==> src/rtl/mask_hud_ctrl.sv <==
// Health-mask HUD sequencer: animates mask loss/regain one mask per animation and
// drives the shared HP sprite ROM address plus mask enable, registered one pixel clock.
module mask_hud_ctrl #(
  parameter int MAX_MASKS   = 5,
  parameter int MASK_W      = 12,
  parameter int MASK_H      = 16,
  parameter int HUD_X0      = 40,
  parameter int HUD_Y0      = 24,
  parameter int MASK_PITCH  = 16,
  parameter int ANIM_FRAMES = 8
) (
  input  logic       vga_clk,
  input  logic       Reset,
  input  logic       frame_clk,
  input  logic [3:0] Player_Life,
  input  logic [9:0] DrawX,
  input  logic [9:0] DrawY,
  input  logic       blank,
  output logic [9:0] rom_address,
  output logic       mask_on,
  output logic [3:0] displayed_life,
  output logic       anim_busy
);

  typedef enum logic [1:0] {IDLE = 2'd0, BREAK = 2'd1, REGAIN = 2'd2} state_t;

  localparam logic [9:0] SPR_SZ    = 10'(MASK_W * MASK_H);
  localparam logic [3:0] MAX_L     = 4'(MAX_MASKS);
  localparam logic [3:0] LAST_CNT  = 4'(ANIM_FRAMES - 1);
  localparam logic [1:0] SPR_FULL  = 2'd0;
  localparam logic [1:0] SPR_CRACK = 2'd1;
  localparam logic [1:0] SPR_EMPTY = 2'd2;

  logic fclk_meta_q, fclk_sync_q, fclk_prev_q, frame_tick_q;

  always_ff @(posedge vga_clk or posedge Reset) begin
    if (Reset) begin
      fclk_meta_q  <= 1'b0;
      fclk_sync_q  <= 1'b0;
      fclk_prev_q  <= 1'b0;
      frame_tick_q <= 1'b0;
    end else begin
      fclk_meta_q  <= frame_clk;
      fclk_sync_q  <= fclk_meta_q;
      fclk_prev_q  <= fclk_sync_q;
      frame_tick_q <= fclk_sync_q & ~fclk_prev_q;
    end
  end

  state_t     state_q, state_d;
  logic [3:0] shown_q, shown_d;
  logic [3:0] cnt_q, cnt_d;
  logic [3:0] slot_q, slot_d;
  logic [3:0] target, cnt_inc;
  logic       busy_q;

  assign target  = (Player_Life > MAX_L) ? MAX_L : Player_Life;
  assign cnt_inc = cnt_q + 4'd1;

  // The entering tick counts as the first animation frame, so completion is
  // judged on the incremented count.
  always_comb begin
    state_d = state_q;
    shown_d = shown_q;
    cnt_d   = cnt_q;
    slot_d  = slot_q;
    if (frame_tick_q) begin
      case (state_q)
        IDLE: begin
          if (target < shown_q) begin
            state_d = BREAK;
            slot_d  = shown_q - 4'd1;
            cnt_d   = 4'd0;
          end else if (target > shown_q) begin
            state_d = REGAIN;
            slot_d  = shown_q;
            cnt_d   = 4'd0;
          end
        end
        BREAK, REGAIN: begin
          if (cnt_inc == LAST_CNT) begin
            state_d = IDLE;
            cnt_d   = 4'd0;
            shown_d = (state_q == BREAK) ? shown_q - 4'd1 : shown_q + 4'd1;
          end else begin
            cnt_d = cnt_inc;
          end
        end
        default: state_d = IDLE;
      endcase
    end
  end

  always_ff @(posedge vga_clk or posedge Reset) begin
    if (Reset) begin
      state_q <= IDLE;
      shown_q <= MAX_L;
      cnt_q   <= 4'd0;
      slot_q  <= 4'd0;
      busy_q  <= 1'b0;
    end else begin
      state_q <= state_d;
      shown_q <= shown_d;
      cnt_q   <= cnt_d;
      slot_q  <= slot_d;
      busy_q  <= (state_d != IDLE);
    end
  end

  logic        hit, y_in;
  logic [3:0]  hit_slot;
  logic [9:0]  lx, ly;
  logic [10:0] x0;
  logic [1:0]  sel;
  logic [9:0]  addr_d;
  logic        mask_on_q;
  logic [9:0]  addr_q;

  assign y_in = ({1'b0, DrawY} >= 11'(HUD_Y0)) && ({1'b0, DrawY} < 11'(HUD_Y0 + MASK_H));
  assign ly   = DrawY - 10'(HUD_Y0);

  always_comb begin
    hit      = 1'b0;
    hit_slot = 4'd0;
    lx       = 10'd0;
    x0       = 11'd0;
    for (int i = 0; i < MAX_MASKS; i++) begin
      x0 = 11'(HUD_X0 + i * MASK_PITCH);
      if (blank && y_in && ({1'b0, DrawX} >= x0) && ({1'b0, DrawX} < x0 + 11'(MASK_W))) begin
        hit      = 1'b1;
        hit_slot = 4'(i);
        lx       = DrawX - x0[9:0];
      end
    end
  end

  always_comb begin
    sel = (hit_slot < shown_q) ? SPR_FULL : SPR_EMPTY;
    if (hit_slot == slot_q) begin
      if (state_q == BREAK) begin
        sel = SPR_CRACK;
      end else if (state_q == REGAIN) begin
        sel = cnt_q[1] ? SPR_FULL : SPR_EMPTY;
      end
    end
  end

  assign addr_d = hit ? (10'(sel) * SPR_SZ + ly * 10'(MASK_W) + lx) : 10'd0;

  always_ff @(posedge vga_clk or posedge Reset) begin
    if (Reset) begin
      mask_on_q <= 1'b0;
      addr_q    <= 10'd0;
    end else begin
      mask_on_q <= hit;
      addr_q    <= addr_d;
    end
  end

  assign rom_address    = addr_q;
  assign mask_on        = mask_on_q;
  assign displayed_life = shown_q;
  assign anim_busy      = busy_q;

endmodule

==> config.mk <==
export PLATFORM = sky130hd
export DESIGN_NAME = mask_hud_ctrl
export DESIGN_NICKNAME = d
export VERILOG_FILES = /design/src/rtl/mask_hud_ctrl.sv
export SDC_FILE = /design/constraint.sdc
export NUM_CORES = 1
export LEC_CHECK = 0
export ABC_CLOCK_PERIOD_IN_PS = 11530
export BUFFER_PORTS_ARGS = -buffer_cell sky130_fd_sc_hd__buf_2
export CAP_MARGIN = 10
export CELL_PAD_IN_SITES_DETAIL_PLACEMENT = 0
export CELL_PAD_IN_SITES_GLOBAL_PLACEMENT = 1
export CORE_MARGIN = 4
export CORE_UTILIZATION = 40
export CTS_CLUSTER_SIZE = 24
export DETAILED_ROUTE_END_ITERATION = 6
export GPL_TIMING_DRIVEN = 0
export PLACE_DENSITY_LB_ADDON = 0.1
export RECOVER_POWER = 50
export SYNTH_ARGS = -nofsm -noshare
export SYNTH_HDL_FRONTEND = slang
export SYNTH_SLANG_ARGS = --single-unit
==> constraint.sdc <==
create_clock -name vga_clk -period 11.53 [get_ports vga_clk]
set_input_delay 2.306 -clock vga_clk [delete_from_list [all_inputs] [get_ports vga_clk]]
set_output_delay 2.306 -clock vga_clk [all_outputs]
set_load 0.005 [all_outputs]
== After elaboration in Yosys (flattened, before gate mapping) ==
Cells that the tools add are included.

* Register bits: 30
* Input bits: 28
* Output and inout bits: 16
* Word-level logic and storage cells: 100

* Add/subtract/negate cells: 11
* $mul: 2
* $lt $le $gt $ge: 16
* Equal/unequal tests: 5
* Muxes and demuxes: 33
* Bitwise gates (word level): 2
* Reductions and logical operators: 20

{| class="wikitable"
|+ Operator list
! operator !! count
|-
| 10-bit 2-to-1 mux || 6
|-
| 10-bit by 7-bit < comparator with 1-bit output, second input constant || 4
|-
| 4-bit 2-to-1 mux || 10
|-
| 10-bit by 7-bit >= comparator with 1-bit output, second input constant || 3
|-
| 10-bit by 7-bit subtractor with 10-bit output, second input constant || 3
|-
| 10-bit adder || 2
|-
| 10-bit by 6-bit >= comparator with 1-bit output, second input constant || 2
|-
| 10-bit by 6-bit < comparator with 1-bit output, second input constant || 2
|-
| 10-bit by 6-bit subtractor with 10-bit output, second input constant || 2
|-
| 2-bit 2-to-1 mux || 9
|-
| 1-bit logical AND || 12
|-
| 10-bit by 5-bit >= comparator with 1-bit output, second input constant || 1
|-
| 10-bit by 2-bit multiplier with 8-bit output, second input constant || 1
|-
| 10-bit by 5-bit subtractor with 10-bit output, second input constant || 1
|-
| 3-bit AND reduction || 3
|-
| 4-bit by 1-bit adder with 4-bit output, second input constant || 2
|-
| 4-bit < comparator || 2
|-
| 4-bit case mux with 2 select lines || 1
|-
| 1-bit 2-to-1 mux || 6
|-
| 2-bit nonzero test || 3
|-
| 4-bit by 3-bit == test with 1-bit output, second input constant || 1
|-
| 4-bit == test || 1
|-
| 4-bit by 3-bit greater-than comparator with 1-bit output, second input constant || 1
|-
| 4-bit greater-than comparator || 1
|-
| 10 further kinds || 10
|}

== Logic depth before layout (Yosys ltp) ==
Gate-level depths: netlist of the first run.

* Depth after elaboration: 18
* Mapped depth: 22

== Worst setup path after synthesis of the first run ==
OpenSTA, ideal clock, no wires.

* Kind: input -> register
* From: in DrawY[3]
* To: reg addr_q[9] (netlist: rom_address[9])
* Setup time: 0.078 ns
* Arrival: 6.538 ns
* Setup slack: 4.913 ns
* Stages: 21
* Path buffers: 0
* Cell sequence: ha_1 nand2_1 or4_1 a2111oi_2 a21oi_1 inv_1 ha_1 nand3_1 a21oi_1 or2_2 a211o_1 ha_1 inv_1 fa_1 ha_1 o21ai_0 o21bai_1 a21oi_1 xnor3_1 a21o_1 a21oi_1

* Word-level cells in the longest chain between the ends: 18

{| class="wikitable"
|+ RTL lines
! element !! RTL line !! RTL
|-
| from (decl) || 17 || <nowiki>input logic [9:0] DrawY,</nowiki>
|-
| 10-bit by 5-bit >= comparator with 1-bit output / 10-bit by 6-bit < comparator with 1-bit output (equally long branches) || 119 || <nowiki>assign y_in = ({1'b0, DrawY} >= 11'(HUD_Y0)) && ({1'b0, DrawY} < 11'(HUD_Y0 + MASK_H));</nowiki>
|-
| 1-bit logical AND || 119 ||
|-
| 1-bit logical AND (3 in a row) || 129 || <nowiki>if (blank && y_in && ({1'b0, DrawX} >= x0) && ({1'b0, DrawX} < x0 + 11'(MASK_W))) begin</nowiki>
|-
| 1-bit 2-to-1 mux || 129 ||
|-
| 4-bit 2-to-1 mux (3 in a row) || 129 ||
|-
| 4-bit < comparator || 138 || <nowiki>sel = (hit_slot < shown_q) ? SPR_FULL : SPR_EMPTY;</nowiki>
|-
| 2-bit 2-to-1 mux || 138 ||
|-
| 2-bit 2-to-1 mux || 142 || <nowiki>end else if (state_q == REGAIN) begin</nowiki>
|-
| 2-bit 2-to-1 mux || 140 || <nowiki>if (state_q == BREAK) begin</nowiki>
|-
| 2-bit 2-to-1 mux || 139 || <nowiki>if (hit_slot == slot_q) begin</nowiki>
|-
| 2-bit by 2-bit multiplier with 4-bit output || 148 || <nowiki>assign addr_d = hit ? (10'(sel) * SPR_SZ + ly * 10'(MASK_W) + lx) : 10'd0;</nowiki>
|-
| 10-bit adder (2 in a row) || 148 ||
|-
| 10-bit 2-to-1 mux * || 148 ||
|-
| net addr_d[9] || 115 || <nowiki>logic [9:0] addr_d;</nowiki>
|-
| to (signal assigned) || 156 || <nowiki>addr_q <= addr_d;</nowiki>
|-
| to (decl) || 117 || <nowiki>logic [9:0] addr_q;</nowiki>
|}

The timed path passes the listed nets; every way through them passes the cells marked *.
A chain may end at the register's enable or synchronous reset.

== Worst setup path after layout of the first run ==
Same ends and word-level chain as after synthesis.

==> results.yml, run 1 <==
run_status:
  status: "complete, no violations"
synth:
  synth_seq_cells: 30
  synth.net_count: 406
  ys_types: 65
  synthArstFlopShare_pct: 100
  postSynthCellCount: 336
  synth_top_area_share_pct: 23.7
  syn_avg_cell_area_sq_um: 8.78
  synth_edf_count: 0
  synth_area_sq_mm: 0.00295
  yosysWarnings: 0
  synth-main-ff-cell: "dfrtp_1"
  seq_area_frac_synth_pct: 25.5
  synth_top_area_cell: "dfrtp_1"
  synth_area_leaders: "dfrtp_1 24%, ha_1 16%, xnor2_1 5.0%, inv_1 3.9%, a21oi_1 3.4%"
cts:
  path_clk_slew_ps: 70
  htree_levels: 2
  cts_hold_buf: 0
  cts_resized: 0
  cts_buffers: 5
  cts_buffer_depth: 2
  cts_tree: "built"
  post-cts-setup-buffers: 0
  cts.sinks: 30
  clock_latency_ps: 280
  root_buffer: "clkbuf_8"
setup_path:
  r2r_cells: 15
  crit_family: "compound AO/OA/AOI/OAI gates"
  timing.rr.end: "rom_address[9]"
  startpoint_type: "input pin"
  rrSetupSlack_ps: 7530
  critPathMaxFanout: 6
  cpMaxStageDelayCell: "a2111oi_2"
  cp.arrival_ps: 7290
  end_kind: "flop"
  worstSetupPathType: "in2reg"
  required_ps: 11720
  cp_slowest_stage_delay_ps: 620
  critPathBufInv: 3
  cp_cell_sequence: "buf_2 > ha_1 > nand2_1 > or4_1 > a2111oi_2 > a21oi_1 > inv_1 > ha_1 > nand3_1 > a21oi_1 > or2_2 > a211o_1 > ha_1 > inv_1 > fa_1 > ha_1 > o21ai_0 > o21bai_1 > a21oi_1 > xnor3_1 > a21o_1 > a21oi_1"
  r2r-start: "displayed_life[2]"
sta:
  grt_setup_unrepaired: "no"
  worst_pin_slew_ps: 782
  relSlewSlack_pct: 47.9
  skew_ps: 6.23
  slew_viol_final: 0
  hold_violations: 0
  tns_ps: 0
  setup_viol: 0
  fin_crit_sh_pct: 61.5
  fmax_ghz: 0.141
  period_needed_ps: 7090
grt:
  grt_max_degree: 31
  grt_pass1_vias: 2462
  grt_use_met3_pct: 2.08
  overflow: 0
  grt.busiest_layer: "met2"
  track_usage_pct: 16.3
  antenna_found_initial: 0
  grt_pass1_wl_mm: 11.4
  grt_util_met2_pct: 27.6
  grtUsageMet1_pct: 21.6
place:
  placed_area_sq_mm: 0.00328
  port_buffers: 42
  gp_congestion: 0.871
  dp_hpwl_mm: 5.49
  dp.cells: 477
hold_path:
  hold_end: "fclk_sync_q"
  hold_path_depth: 0
  min_path_type: "reg2reg"
  min_from: "fclk_meta_q"
layout:
  area_delta_synth_final_pct: 14.5
  stdcell_count: 486
  nets: 456
  antennaDiodeCount: 0
  drive_above_1_share_pct: 19.1
  final_area_sq_mm: 0.00338
routing:
  viasPerCell: 5.18
  vias: 2517
  final_antenna_net_count: 0
  dr.pass1.iters: 4
  drc_errors: 0
  wl_mm: 6.85
  drt_iter0_drc: 60
  routedWlPerCell_microns: 14.1
floorplan:
  die_h_microns: 93.9
  num_rows: 31
  start_util_pct: 40.9
  die-area_sq_mm: 0.00881
  core_area_sq_mm: 0.00721
  die_x_microns: 93.9
  ios: 44
power:
  power_density_mw_per_mm2: 164
  p_leak_nw: 1.66
  power_w: 0.000553
  ir_drop_mv: 0.0775
job:
  maxCapViolCount: 0
==> area by class of cell <==
cell class | count | area [sq um]
Tap cell | 99 | 124
Inverter | 32 | 120
Fill cell | 758 | 3830
Clock inverter | 1 | 5.00
Multi-Input combinational cell | 266 | 2030
Clock buffer | 7 | 86.3
Buffer | 8 | 42.5
Sequential cell | 30 | 753
Timing Repair Buffer | 43 | 214
==> where the power goes <==
group          internal [W]  switching, W
combinational      0.000153      0.000164
clock             0.0000481     0.0000404
sequential         0.000125     0.0000218
total              0.000326      0.000227
==> placed cells by master (no fill, tap or decap), types with 13 or more instances in the layout <==
cell type / synthesis / routed
buf_2: 1 / 43
nor2b_1: 13 / 13
dfrtp_1: 28 / 28
ha_1: 37 / 37
o21ai_0: 15 / 15
a21oi_1: 20 / 20
inv_1: 31 / 31
nand2_1: 17 / 17
nor2_1: 25 / 25
xnor2_1: 17 / 17
==> logic make-up after synthesis <==
group	count (synthesis)	synth area share, %
AND/OR/NAND/NOR	104	19.2
AO/OA/AOI/OAI	91	21.6
adder cells (fa/ha/maj)	42	19.1
buffers and inverters	40	5.51
flip-flops	30	25.5
XOR/XNOR	25	7.89
multiplexers	3	1.06
other	1	0.127
==> routing by layer <==
| layer | share of wire (%) | routed length [microns] |
|---|---|---|
| met3 | 4.2 | 289 |
| met2 | 48 | 3260 |
| met4 | 1.2 | 82 |
| met5 | 0 | 0 |
| met1 | 47 | 3220 |
==> through the flow <==
step           setup WS, ps  util (%)  hold WS, ps
2_1_floorplan          4910         -          331
3_3_place_gp           4100      45.5          339
3_5_place_dp           4120      45.5          344
4_1_cts                4410      46.8          358
5_1_grt                4100      46.8          359
6_report               4440      46.8          354
==> state kept, by name, indices dropped and copies added (netlist names) <==
signal	cells
anim_busy	1
cnt_q	4
displayed_life	4
fclk_meta_q	1
fclk_prev_q	1
fclk_sync_q	1
frame_tick_q	1
mask_on	1
rom_address	10
slot_q	4
state_q	2
==> cell usage after synthesis, types with 2 or more instances <==
| cell type | count |
|---|---|
| and2_1 | 4 |
| nor2_1 | 25 |
| fa_1 | 5 |
| nor2b_1 | 13 |
| o21ai_0 | 15 |
| dfrtp_1 | 28 |
| a211oi_1 | 2 |
| inv_1 | 31 |
| ha_1 | 37 |
| o21a_1 | 5 |
| mux2i_1 | 2 |
| and3_1 | 4 |
| nand4_1 | 3 |
| a22o_1 | 3 |
| nor3_1 | 6 |
| a21oi_2 | 2 |
| nor4_1 | 4 |
| nand3_1 | 7 |
| nand2_1 | 17 |
| dfstp_2 | 2 |
| o31ai_1 | 3 |
| xnor2_1 | 17 |
| a22oi_1 | 4 |
| or4_1 | 2 |
| o21bai_1 | 3 |
| a31oi_1 | 7 |
| or2_2 | 5 |
| xor2_1 | 7 |
| clkbuf_1 | 4 |
| o211ai_1 | 2 |
| a21o_1 | 9 |
| a211o_1 | 3 |
| a21oi_1 | 20 |
| nor3b_1 | 4 |
==> worst max-delay path by stage <==
stage,startpoint,end,slack (ps),cells after the start
after floorplan,DrawY[3],rom_address[9],4910,21
after global placement,DrawY[3],rom_address[9],4100,22
after detailed placement,DrawY[3],rom_address[9],4120,22
after CTS,DrawY[3],rom_address[9],4410,22
after global routing,DrawY[3],rom_address[9],4100,22
final,DrawY[3],rom_address[9],4440,22
Power figures use the tool's default switching activity.
==> inputs of run 2 (changes only) <==
- ABC_AREA: unset -> 1
- ABC_CLOCK_PERIOD_IN_PS: 11530 -> 6510
- CORE_UTILIZATION: 40 -> 38
- clock period: 11.53 -> 6.51 ns (I/O delays scaled with it)
==> run 2 against run 1 <==
Effect of this change:
- core utilization is 2.1 points lower
- final area grew 9.8%
- synthesized cell count up 40%
- clock power increased by 77%
- sequential power grew 84%
- wire length up 12%
- first-iteration DRC count rose by 27%
- critical path type unchanged
==> results.yml, run 2 <==
floorplan:
  core_area_sq_mm: 0.00830
  num_rows: 33
  die_x_microns: 101
  start_util_pct: 39.5
  ios: 44
  die_h_microns: 101
  die-area_sq_mm: 0.0102
grt:
  grt_max_degree: 31
  grtUsageMet1_pct: 22.5
  grt_util_met2_pct: 26.3
  grt_pass1_vias: 2864
  grt_pass1_wl_mm: 13.1
  overflow: 0
  grt_use_met3_pct: 2.21
  grt.busiest_layer: "met2"
  track_usage_pct: 15.9
  antenna_found_initial: 0
place:
  port_buffers: 41
  placed_area_sq_mm: 0.00361
  gp_congestion: 0.860
  dp_hpwl_mm: 6.34
setup_path:
  required_ps: 6710
  critPathMaxFanout: 10
  startpoint_type: "input pin"
  cp_slowest_stage_delay_ps: 420
  end_kind: "flop"
  cpMaxStageDelayCell: "fa_1"
  cp.arrival_ps: 5220
  path_common_cell: "nand2_1"
  worstSetupPathType: "in2reg"
synth:
  synth_area_sq_mm: 0.00327
  synth.most_common_cell: "nand2_1"
  postSynthCellCount: 472
  synth_area_leaders: "dfrtp_1 21%, ha_1 14%, nand2_1 9.9%, inv_1 9.4%, nor2_1 7.0%"
  synth-main-ff-cell: "dfrtp_1"
  synth_top_area_cell: "dfrtp_1"
  synth_top_area_share_pct: 21.4
  ys_types: 43
  synthArstFlopShare_pct: 100
  synth.net_count: 542
  syn_avg_cell_area_sq_um: 6.94
  yosysWarnings: 0
  synth_edf_count: 0
  yosys-top-cells-count: "86 x nand2_1, 82 x inv_1, 61 x nor2_1"
  seq_area_frac_synth_pct: 23.0
  synth_seq_cells: 30
layout:
  area_delta_synth_final_pct: 13.3
  fillers: 894
  regArea_sq_um: 753
  largest_register_ffs: 10
  drive_above_1_share_pct: 17.2
  antennaDiodeCount: 0
  nets: 591
  final_area_sq_mm: 0.00371
  final_common_cell: "nand2_1"
  final_cell_mix: "86 x nand2_1, 82 x inv_1, 61 x nor2_1"
  multi_input_area_sq_mm: 0.00214
cts:
  htree_levels: 2
  cts_tree: "built"
  root_buffer: "clkbuf_8"
  post-cts-setup-buffers: 0
  cts_buffer_depth: 2
  path_clk_slew_ps: 70
  clock_latency_ps: 280
  cts_buffers: 5
  cts.sinks: 30
  cts_hold_buf: 0
  cts_resized: 0
job:
  maxCapViolCount: 0
power:
  p_sw_w: 0.000447
  p_sw_share_pct: 45.0
  power_density_mw_per_mm2: 267
  pwr-share-seq_pct: 27.3
  comb_power_share_pct: 56.9
  intPower_w: 0.000545
  p_clk_share_pct: 15.8
  p_leak_nw: 2.09
  ir_drop_mv: 0.139
sta:
  fmax_ghz: 0.199
  setup_viol: 0
  skew_ps: 5.32
  worst_pin_slew_ps: 954
  tns_ps: 0
  grt_setup_unrepaired: "no"
  fin_crit_sh_pct: 77.1
  slew_viol_final: 0
  period_needed_ps: 5020
  relSlewSlack_pct: 36.4
  hold_violations: 0
routing:
  drt_iter0_drc: 76
  routedWlPerCell_microns: 12.3
  vias: 3011
  drc_errors: 0
  wl_mm: 7.69
  dr.pass1.iters: 7
  viasPerCell: 4.80
  final_antenna_net_count: 0
hold_path:
  min_path_type: "reg2reg"
run_status:
  status: "complete, no violations"
-- run 2: cell types whose count changed after synthesis, sizes merged, moves of 6 or more --
| cell | before | now |
|---|---|---|
| nor2b | 13 | 0 |
| o21ai | 15 | 32 |
| nand2 | 17 | 96 |
| a21oi | 22 | 15 |
| nand3 | 7 | 37 |
| xnor2 | 17 | 8 |
| a21o | 10 | 4 |
| nor2 | 25 | 70 |
| inv | 31 | 89 |
-- run 2: metrics by stage --
| step | hold WS, ps | total power, W | cells | setup slack [ps] | util, % |
|---|---|---|---|---|---|
| 6_report | 355 | 0.000991 | 627 | 1490 | 44.7 |
| 5_1_grt | 368 | 0.00111 | 627 | 1050 | 44.7 |
| 4_1_cts | 358 | 0.00101 | 626 | 1470 | 44.7 |
| 3_5_place_dp | 343 | 0.000844 | 618 | 1180 | 43.5 |
| 3_3_place_gp | 333 | 0.000838 | 618 | 1190 | 43.5 |
| 2_1_floorplan | 331 | 0.000710 | 472 | 1880 | - |
-- run 2: cell families after synthesis --
family	synth area share, %
other cells	0.115
simple gates	32.0
flops	23.0
xor+xnor	5.35
mux	0.344
fa+ha+maj	17.2
buf+inv	11.6
compound gates	10.4
-- run 2: power groups by stage --
stage	Sequential, W	Combinational (W)	Clock, W
global route	0.000278	0.000657	0.000171
global placement	0.000274	0.000564	0
floorplan	0.000266	0.000444	0
finish	0.000271	0.000564	0.000157
detailed placement	0.000276	0.000569	0
CTS	0.000272	0.000573	0.000161
-- run 2: area by class of cell --
class	count	area share, %
plain buffers	5	1.11
inverters	90	9.11
clock inverters	2	0.337
repair buffers	42	5.63
well taps	105	3.54
flip-flops and latches	30	20.3
multi-input cells	347	57.7
clock buffers	6	2.23
-- run 2: routing by layer --
layer | share of wire [%] | vias to the layer above
li1 | - | 1591
met3 | 3.9 | 6
met4 | 0.72 | 0
met1 | 49 | 1359
met5 | 0 | -
met2 | 47 | 55
-- run 2: critical path, delay by kind of cell --
kind	cells	cell delay [ps]
compound gates	2	280
buf+inv	3	330
simple gates	19	1780
fa+ha+maj	5	1510
-- run 2: path summary, 6_finish.rpt --
kind	start	cells after the start	slack (ps)	to
max in group asynchronous	Reset	3	4230	slot_q[0]
setup reg to reg	displayed_life[2]	24	2890	rom_address[9]
setup / recovery	DrawX[3]	29	1490	rom_address[9]
hold reg to reg	fclk_meta_q	0	350	fclk_sync_q
min in group asynchronous	Reset	2	1040	fclk_meta_q
hold / removal	fclk_meta_q	0	350	fclk_sync_q
==> inputs of run 3 (changes only) <==
- ABC_CLOCK_PERIOD_IN_PS: 6510 -> 5100
- CORE_UTILIZATION: 38 -> 40
- clock period: 6.51 -> 5.1 ns (I/O delays scaled with it)
==> run 3 against run 2 <==
Effect of this change:
- critical path depth grew 3
- register-to-register slack lost 1400 ps
- first-iteration DRC count shrank 9.2%
- worst hold slack gained 11 ps
- via count shrank 0.27%
- setup slack lost 1000 ps
- non-clock buffer count grew 4
- power grew 32%
==> results.yml, run 3 (same netlist as run 2, synthesis figures left out) <==
floorplan:
  core_area_sq_mm: 0.00785
  die_h_microns: 98.5
  die-area_sq_mm: 0.00970
  num_rows: 32
  start_util_pct: 41.7
  ios: 44
  die_x_microns: 98.5
setup_path:
  worstSetupPathType: "in2reg"
  crit_family: "simple AND/OR/NAND/NOR gates"
  r2r_cells: 24
  cp.depth: 32
  required_ps: 5260
  end_kind: "flop"
  cpMaxStageDelayCell: "fa_1"
  cp.arrival_ps: 4790
  critPathBufInv: 6
  cp_slowest_stage_delay_ps: 500
  startpoint_type: "input pin"
  path_common_cell: "nand2_1"
  critPathMaxFanout: 9
run_status:
  status: "complete, no violations"
routing:
  wl_mm: 7.53
  drt_iter0_drc: 69
  drc_errors: 0
  dr.pass1.iters: 4
  vias: 3003
  routedWlPerCell_microns: 12.0
  final_antenna_net_count: 0
  viasPerCell: 4.79
cts:
  cts_tree: "built"
  root_buffer: "clkbuf_8"
  cts_hold_buf: 0
  clock_latency_ps: 270
  cts.sinks: 30
  cts_buffer_depth: 2
  path_clk_slew_ps: 60
  htree_levels: 2
  cts_buffers: 5
power:
  p_clk_share_pct: 18.5
  power_w: 0.00131
  comb_power_share_pct: 55.0
  intPower_w: 0.000743
  ir_drop_mv: 0.187
  p_sw_share_pct: 43.1
  p_sw_w: 0.000564
  pwr-share-seq_pct: 26.5
  power_density_mw_per_mm2: 346
  p_leak_nw: 2.12
sta:
  worst_pin_slew_ps: 1010
  fmax_ghz: 0.216
  fin_crit_sh_pct: 90.8
  slew_viol_final: 0
  setup_viol: 0
  grt_setup_unrepaired: "no"
  skew_ps: 3.27
  relSlewSlack_pct: 32.4
  hold_violations: 0
  period_needed_ps: 4630
  whs_ps: 366
  tns_ps: 0
grt:
  grt_pass1_wl_mm: 13.1
  grt_max_degree: 31
  antenna_found_initial: 0
  track_usage_pct: 16.3
  overflow: 0
  grt_pass1_vias: 2909
layout:
  area_delta_synth_final_pct: 15.4
  drive_above_1_share_pct: 18.3
  antennaDiodeCount: 0
  largest_register_ffs: 10
  nets: 595
  final_area_sq_mm: 0.00378
  final_cell_mix: "86 x nand2_1, 81 x inv_1, 60 x nor2_1"
  final_common_cell: "nand2_1"
  stdcell_count: 627
hold_path:
  min_path_type: "reg2reg"
  hold_path_depth: 0
place:
  dp.cells: 615
  dp_hpwl_mm: 6.30
  gp_congestion: 0.862
  placed_area_sq_mm: 0.00361
  port_buffers: 41
job:
  maxCapViolCount: 0
## run 3: worst register-to-register path: cells and delay by family, from the launching register on
family / cells / cell delay [ps]
simple gates: 12 / 910
compound gates: 3 / 400
flops: 1 / 590
fa+ha+maj: 4 / 1300
buf+inv: 5 / 330
## run 3: final cells by class
class	instances	area [sq um]
plain buffers	5	41.3
multi-input cells	347	2150
repair buffers	46	254
fillers	852	4070
flip-flops and latches	30	753
clock inverters	1	30.0
inverters	90	338
clock buffers	6	82.6
well taps	102	128
## run 3: routing by layer
metal	up-vias	part of all wire [%]	wire length (microns)	GRT usage, %
li1	1598	-	-	-
met1	1358	49	3690	22.4
met2	42	47	3540	27.6
met3	5	3.5	264	2.97
met4	0	0.53	40	2.21
met5	-	0	0	0
## run 3: repair_timing
item / 4_1_cts / 5_1_grt
setup endpoints to repair: 0 / 1
gates resized for setup: 0 / 6
setup buffers: 0 / 4
## run 3: worst paths after layout
path                                   start        endpoint  slack, ps
setup / recovery                    DrawX[3]  rom_address[9]        470
hold / removal                   fclk_meta_q     fclk_sync_q        370
setup reg to reg           displayed_life[2]  rom_address[9]       1450
hold reg to reg                  fclk_meta_q     fclk_sync_q        370
max in group asynchronous              Reset       slot_q[2]       3090
min in group asynchronous              Reset     fclk_meta_q        740
## run 3: stage by stage
step	setup slack, ps	utilization [%]
floorplan	748	-
global placement	78.4	46.0
detailed placement	47.5	46.0
CTS	327	47.4
global route	8.79	48.2
finish	470	48.2
## run 3: power groups by stage
stage,clock [W],sequential (W),combinational [W]
after global placement,0,0.000349,0.000712
after detailed placement,0,0.000351,0.000724
after CTS,0.000250,0.000347,0.000729
final,0.000242,0.000346,0.000719
after floorplan,0,0.000339,0.000567
after global routing,0.000262,0.000355,0.000842
